**src/rtl/rgb_lut_arbiter.sv**
```systemverilog
// rtl/rgb_lut_arbiter.sv - round-robin arbiter sharing one palette ROM between two lookup requesters
// A single response register is refilled in the same cycle it is consumed, so lookups sustain one per cycle.
module rgb_lut_arbiter #(
    parameter int TAG_W = 8
) (
    input  logic             clk,
    input  logic             rst,
    input  logic             req0_valid,
    output logic             req0_ready,
    input  logic [3:0]       req0_index,
    input  logic [TAG_W-1:0] req0_tag,
    input  logic             req1_valid,
    output logic             req1_ready,
    input  logic [3:0]       req1_index,
    input  logic [TAG_W-1:0] req1_tag,
    output logic [3:0]       rom_address,
    input  logic [23:0]      rom_data_q,
    output logic             rsp_valid,
    input  logic             rsp_ready,
    output logic [23:0]      rsp_rgb,
    output logic             rsp_src,
    output logic [TAG_W-1:0] rsp_tag,
    output logic [15:0]      rsp_count
);

    logic             rsp_valid_q, rsp_valid_d;
    logic [23:0]      rsp_rgb_q, rsp_rgb_d;
    logic             rsp_src_q, rsp_src_d;
    logic [TAG_W-1:0] rsp_tag_q, rsp_tag_d;
    logic [15:0]      rsp_count_q, rsp_count_d;
    logic             last_grant_q, last_grant_d;

    logic slot_free;
    logic any_valid;
    logic cand;
    logic accept;

    always_comb begin
        slot_free = !rsp_valid_q || rsp_ready;
        any_valid = req0_valid || req1_valid;
        // Under contention the requester that did not win last time goes next.
        if (req0_valid && req1_valid) begin
            cand = !last_grant_q;
        end else begin
            cand = req1_valid;
        end
        accept = slot_free && any_valid;

        rom_address = 4'h0;
        if (any_valid) begin
            rom_address = cand ? req1_index : req0_index;
        end
        req0_ready = accept && !cand;
        req1_ready = accept && cand;

        rsp_valid_d  = rsp_valid_q;
        rsp_rgb_d    = rsp_rgb_q;
        rsp_src_d    = rsp_src_q;
        rsp_tag_d    = rsp_tag_q;
        last_grant_d = last_grant_q;
        if (accept) begin
            rsp_valid_d  = 1'b1;
            rsp_rgb_d    = rom_data_q;
            rsp_src_d    = cand;
            rsp_tag_d    = cand ? req1_tag : req0_tag;
            last_grant_d = cand;
        end else if (slot_free) begin
            rsp_valid_d = 1'b0;
        end

        rsp_count_d = rsp_count_q;
        if (rsp_valid_q && rsp_ready) begin
            rsp_count_d = rsp_count_q + 16'd1;
        end
    end

    always_ff @(posedge clk or posedge rst) begin
        if (rst) begin
            rsp_valid_q  <= 1'b0;
            rsp_rgb_q    <= 24'h0;
            rsp_src_q    <= 1'b0;
            rsp_tag_q    <= '0;
            rsp_count_q  <= 16'h0;
            last_grant_q <= 1'b1;
        end else begin
            rsp_valid_q  <= rsp_valid_d;
            rsp_rgb_q    <= rsp_rgb_d;
            rsp_src_q    <= rsp_src_d;
            rsp_tag_q    <= rsp_tag_d;
            rsp_count_q  <= rsp_count_d;
            last_grant_q <= last_grant_d;
        end
    end

    assign rsp_valid = rsp_valid_q;
    assign rsp_rgb   = rsp_rgb_q;
    assign rsp_src   = rsp_src_q;
    assign rsp_tag   = rsp_tag_q;
    assign rsp_count = rsp_count_q;

endmodule

```
**config.mk**
```make
export PLATFORM = sky130hd
export DESIGN_NAME = rgb_lut_arbiter
export DESIGN_NICKNAME = d
export VERILOG_FILES = /design/src/rtl/rgb_lut_arbiter.sv
export SDC_FILE = /design/constraint.sdc
export NUM_CORES = 1
export LEC_CHECK = 0
export CORE_MARGIN = 4
export CORE_UTILIZATION = 30
export DETAILED_ROUTE_END_ITERATION = 10
export MAX_ROUTING_LAYER = met4
export SLEW_MARGIN = 10
export SYNTH_ARGS = -nofsm -noshare
export SYNTH_HDL_FRONTEND = slang
export SYNTH_SLANG_ARGS = --single-unit
```
**constraint.sdc**
```tcl
create_clock -name clk -period 2.91 [get_ports clk]
set_clock_uncertainty 0.1 [all_clocks]
set_input_delay 0.582 -clock clk [delete_from_list [all_inputs] [get_ports clk]]
set_output_delay 0.582 -clock clk [all_outputs]
set_load 0.03 [all_outputs]
```
; ---- Word level (Yosys, flattened, before mapping)
; Cells that the tools add are included.
[op_classes]
n_bitwise = 0
mux = 6
reduce_logical = 11
mul = 0
n_addsub = 1
div_mod_pow = 0
shift = 0
n_lt_le_gt_ge = 0
eq_ne = 0
[op_table]
columns = operator, count
row1 = "16-bit by 1-bit adder with 16-bit output, second input constant", 1
row2 = 4-bit two-way mux, 2
row3 = 8-bit two-way mux, 1
row4 = 1-bit logical AND, 5
row5 = 1-bit logical NOT, 3
row6 = 1-bit two-way mux, 3
row7 = 1-bit logical OR, 2
row8 = 2-bit nonzero test, 1
[totals]
mem_bits_rw = 0
rom_bits = 0
latchBits = 0
regBits = 51
input_bits = 53
out_inout_bits = 56
mem_count = 0

; ---- Depth between registers and ports, before layout
; Gate-level depths: netlist (run 1).
[logic_depth]
depth_word = 4
mapped_depth = 5
mapped_depth_nobuf = 5

; ---- Least setup slack after synthesis (run 1)
; No wires, ideal clock.
[synth_path]
kind = in2out
from = input port req0_valid
to = output port req0_ready
arrival_ns = 1.303
slack_ns = 0.925
path_buffers = 1
cell_stages = 3
required_time_ns = 2.228
path_cell_list = a21boi_1 -> nor2b_1 -> buf_2
[synth_between]
elab_chain_len = 4
[synth_lines]
columns = element, line_no
row1 = start: declaration, 8  ; input logic req0_valid,
row2 = 1-bit logical AND, 42  ; if (req0_valid && req1_valid) begin
row3 = 1-bit two-way mux, 42
row4 = 1-bit logical NOT, 53  ; req0_ready = accept && !cand;
row5 = 1-bit logical AND (*), 53
row6 = end: declaration, 9  ; output logic req0_ready,
; Every way passes the cells marked *; elsewhere a longest branch is shown, timed or not.

; ---- Worst setup path in the final report (run 1)
; Same ends and word-level chain as after synthesis.

==> impl_metrics.toml, run 1 <==
[power]
pwr_density_cell_nw_per_um2 = 608
power.switching_fraction_pct = 34.5
design_power_total_w = 0.00209
power.internal_w = 0.00137
sequential_group_share_of_total_power_pct = 43.8
clkPwrFrac_pct = 18.7
p_leak_nw = 1.43
p_comb_share_pct = 37.5
netSwitchingPower_w = 0.000720
maximum_vdd_drop_mv = 0.238

[critical_path]
worst_r2r_startpoint = "last_grant_q"
list_of_cells_traversed_by_the_critical_path = "clkdlybuf4s50_1 -> a21boi_1 -> nor2b_1 -> buf_4"
cp_num_buf_inv = 2
critical_path.max_stage_delay_ns = 0.49
timing.reg2reg.worst_path_depth = 5
path_class = "primary input to primary output"
worst_path_max_delay_cell = "sky130_fd_sc_hd__clkdlybuf4s50_1"
cp_data_required_time_ns = 2.23
timing.critical_path.max_delay_family = "buffers and inverters"
start_kind = "primary input"
end_kind = "primary output"
critical_path.max_fanout = 5
reg2reg_slack_ns = 1.20
worst-endpoint-arrival_ns = 1.87
r2r_endpoint = "rsp_tag[0]"

[min_path]
hold_class = "flop to flop"
worstHoldEndpoint = "rsp_count[15]"
worstHoldPathCells = 1
worst_hold_startpoint = "rsp_count[15]"

[yosys]
postSynthCellCount = 159
yosys.area.top_type_share_pct = 58.7
post_synth.cell_area_avg_sq_um = 13.4
number_of_flip_flops_and_latches_in_the_synthesized_netlist = 51
synth_fp_nets = 213
mappedNetlistArea_sq_um = 2130
yosysSeqAreaShare_pct = 59.9
ys_types = 29
synth-warning-count = 0
synth.top_cells.by_area = "sky130_fd_sc_hd__dfrtp_1 (59%), sky130_fd_sc_hd__mux2_1 (13%), sky130_fd_sc_hd__xnor2_1 (4.1%), sky130_fd_sc_hd__a221o_1 (3.8%), sky130_fd_sc_hd__nor2b_1 (2.9%)"
synth.largest_area_cell = "sky130_fd_sc_hd__dfrtp_1"

[floorplanning]
top_level_ports = 109
die_w_um = 92.3
floorplan.initialDensity_pct = 31.1
die_area_sq_um = 8520
core_area_sq_um = 6870
std_cell_rows = 30
die_span_in_y_um = 92.3

[place]
numPortBuffers = 108
gp_routability_congestion = 0.692
dp.final_hpwl_um = 3700
total_placed_instance_area_sq_um = 3350

[finish]
final_nets = 327
finalInstanceArea_sq_um = 3430
synthToLayoutAreaGrowth_pct = 60.9
most_frequent_standard_cell_in_the_layout_excluding_fill_and_tap_cells = "sky130_fd_sc_hd__clkdlybuf4s50_1"
fillerInstances = 644
layout_common_cells = "sky130_fd_sc_hd__clkdlybuf4s50_1 (102), sky130_fd_sc_hd__dfrtp_1 (50), sky130_fd_sc_hd__mux2_1 (24)"
antennaDiodeCount = 0
post_route_cells_drive_above_1_share_pct = 9.49

[timing]
maxSlewViolCount = 0
period_share_pct = 87.8
setup-tns-final_ns = 0
final-setup-viol-count = 0
rsz0062_at_grt = "false"
relative_slew_margins_pct = 76.2
measured_slew_at_the_worst_slew_check_pin_ns = 0.356
period_needed_ns = 2.55
final_hold_viol_count = 0
fmaxAchievable_ghz = 0.392

[clock_tree]
cts_root_buffer = "sky130_fd_sc_hd__clkbuf_8"
tritoncts_num_sinks = 51
clock_buffers_created_by_tritoncts = 5
worst_setup_hold_path_clk_slew_ns = 0.09
clk_path_buf_depth = 2
cts_hold_buf = 0
cts.repair_timing.setup_buffer_count = 0
cts_tree = "yes"
clock_tree.htree_level_count = 2
insertion_delay_ns = 0.30
post_cts_resize_count = 0

[detailed_routing]
number_of_remaining_drc_errors = 0
route.final.wire_length_um = 4970
route.antenna.remaining_nets = 0
wire_per_inst_um = 13.4
route.vias.total = 1646
drt_iter0_drc = 34
drt_pass1_iterations = 4
vias_per_cell = 4.45

[job]
maxCapViolations = 0

[grt]
first_pass_grt_wire_length_um = 8070
grt_use_total_pct = 12.2
grt-ovfl-total = 0
first_global_vias = 1619
grt_start_max_net_pins = 52
number_of_antenna_violations_at_the_first_check_in_global_routing = 0

[run_status]
outcome = "complete, no violations"
==> per-layer routing <==
layer | routed length, um | share of wire, % | vias up | global-route usage [%]
met5 | 0 | 0 | - | -
met4 | 38 | 0.76 | 0 | 3.71
met3 | 376 | 7.6 | 5 | 3.82
met2 | 2270 | 46 | 69 | 18.7
met1 | 2290 | 46 | 789 | 15.6
li1 | - | - | 783 | -
==> Yosys cell counts, drive strengths merged <==
master,n
and2,1
buf,5
or3,1
dfrtp,50
ha,1
nor2,9
nand4,3
xor2,5
a21boi,2
and2b,1
and3,1
a221o,8
and4,3
xnor2,10
a22o,4
nor3,3
nor2b,10
nand2,5
nand2b,1
mux2,25
inv,5
dfstp,1
nand3,5
==> cell families after synthesis <==
| group | synth area share [%] |
|---|---|
| AOI/OAI and AO/OA | 6.10 |
| xor gates and xnor gates | 6.16 |
| adders and majority gates | 0.586 |
| buffers and inverters | 2.17 |
| DFF | 59.9 |
| muxes | 13.2 |
| and+or+nand+nor | 11.9 |
==> power by group through the flow <==
stage | clock network [W] | logic, W | registers [W]
floorplan | 0 | 0.000206 | 0.00114
global placement | 0 | 0.000787 | 0.000927
detailed placement | 0 | 0.000792 | 0.000928
CTS | 0.000411 | 0.000794 | 0.000916
global route | 0.000441 | 0.000825 | 0.000932
finish | 0.000391 | 0.000782 | 0.000914
==> sequential cells by signal, indices dropped and copies added (netlist names) <==
name	cells
rsp_rgb	24
rsp_count	16
rsp_valid	1
rsp_tag	8
last_grant_q	1
rsp_src	1
==> worst max path at each step <==
stage	slack, ns	depth (start not counted)	end	startpoint
after floorplan	0.92	3	req0_ready	req0_valid
after global routing	0.26	4	req0_ready	req0_valid
after detailed placement	0.34	4	req0_ready	req0_valid
after global placement	0.37	4	req0_ready	req0_valid
final	0.36	4	req0_ready	req0_valid
after CTS	0.33	4	req0_ready	req0_valid
==> final cells by class <==
cell class	instances	area (sq um)	area share (%)
sequential	51	1280	37.2
timing repair buffer	112	1120	32.7
multi-input combinational	98	810	23.6
tap	96	120	3.50
clock buffer	6	72.6	2.11
inverter	5	18.8	0.547
clock inverter	2	12.5	0.365
==> through the flow <==
stage / utilization [%] / hold slack, ns / cells / worst slack [ns]
global route: 50.0 / 0.384 / 370 / 0.259
detailed placement: 48.7 / 0.362 / 362 / 0.339
finish: 50.0 / 0.366 / 370 / 0.356
CTS: 50.0 / 0.374 / 370 / 0.334
global placement: 48.7 / 0.359 / 362 / 0.370
floorplan: - / 0.386 / 159 / 0.925
Note: power is estimated with default switching activity, not from simulation.
==> run 2, diff against run 1 <==
--- a/config.mk
+++ b/config.mk
@@ -5,6 +5,7 @@
 export SDC_FILE = /design/constraint.sdc
 export NUM_CORES = 1
 export LEC_CHECK = 0
+export ABC_CLOCK_PERIOD_IN_PS = 2910
 export CORE_MARGIN = 4
 export CORE_UTILIZATION = 30
 export DETAILED_ROUTE_END_ITERATION = 10
==> results of run 2 <==
No change in the layout: final DEF, timing and power equal those of run 1.
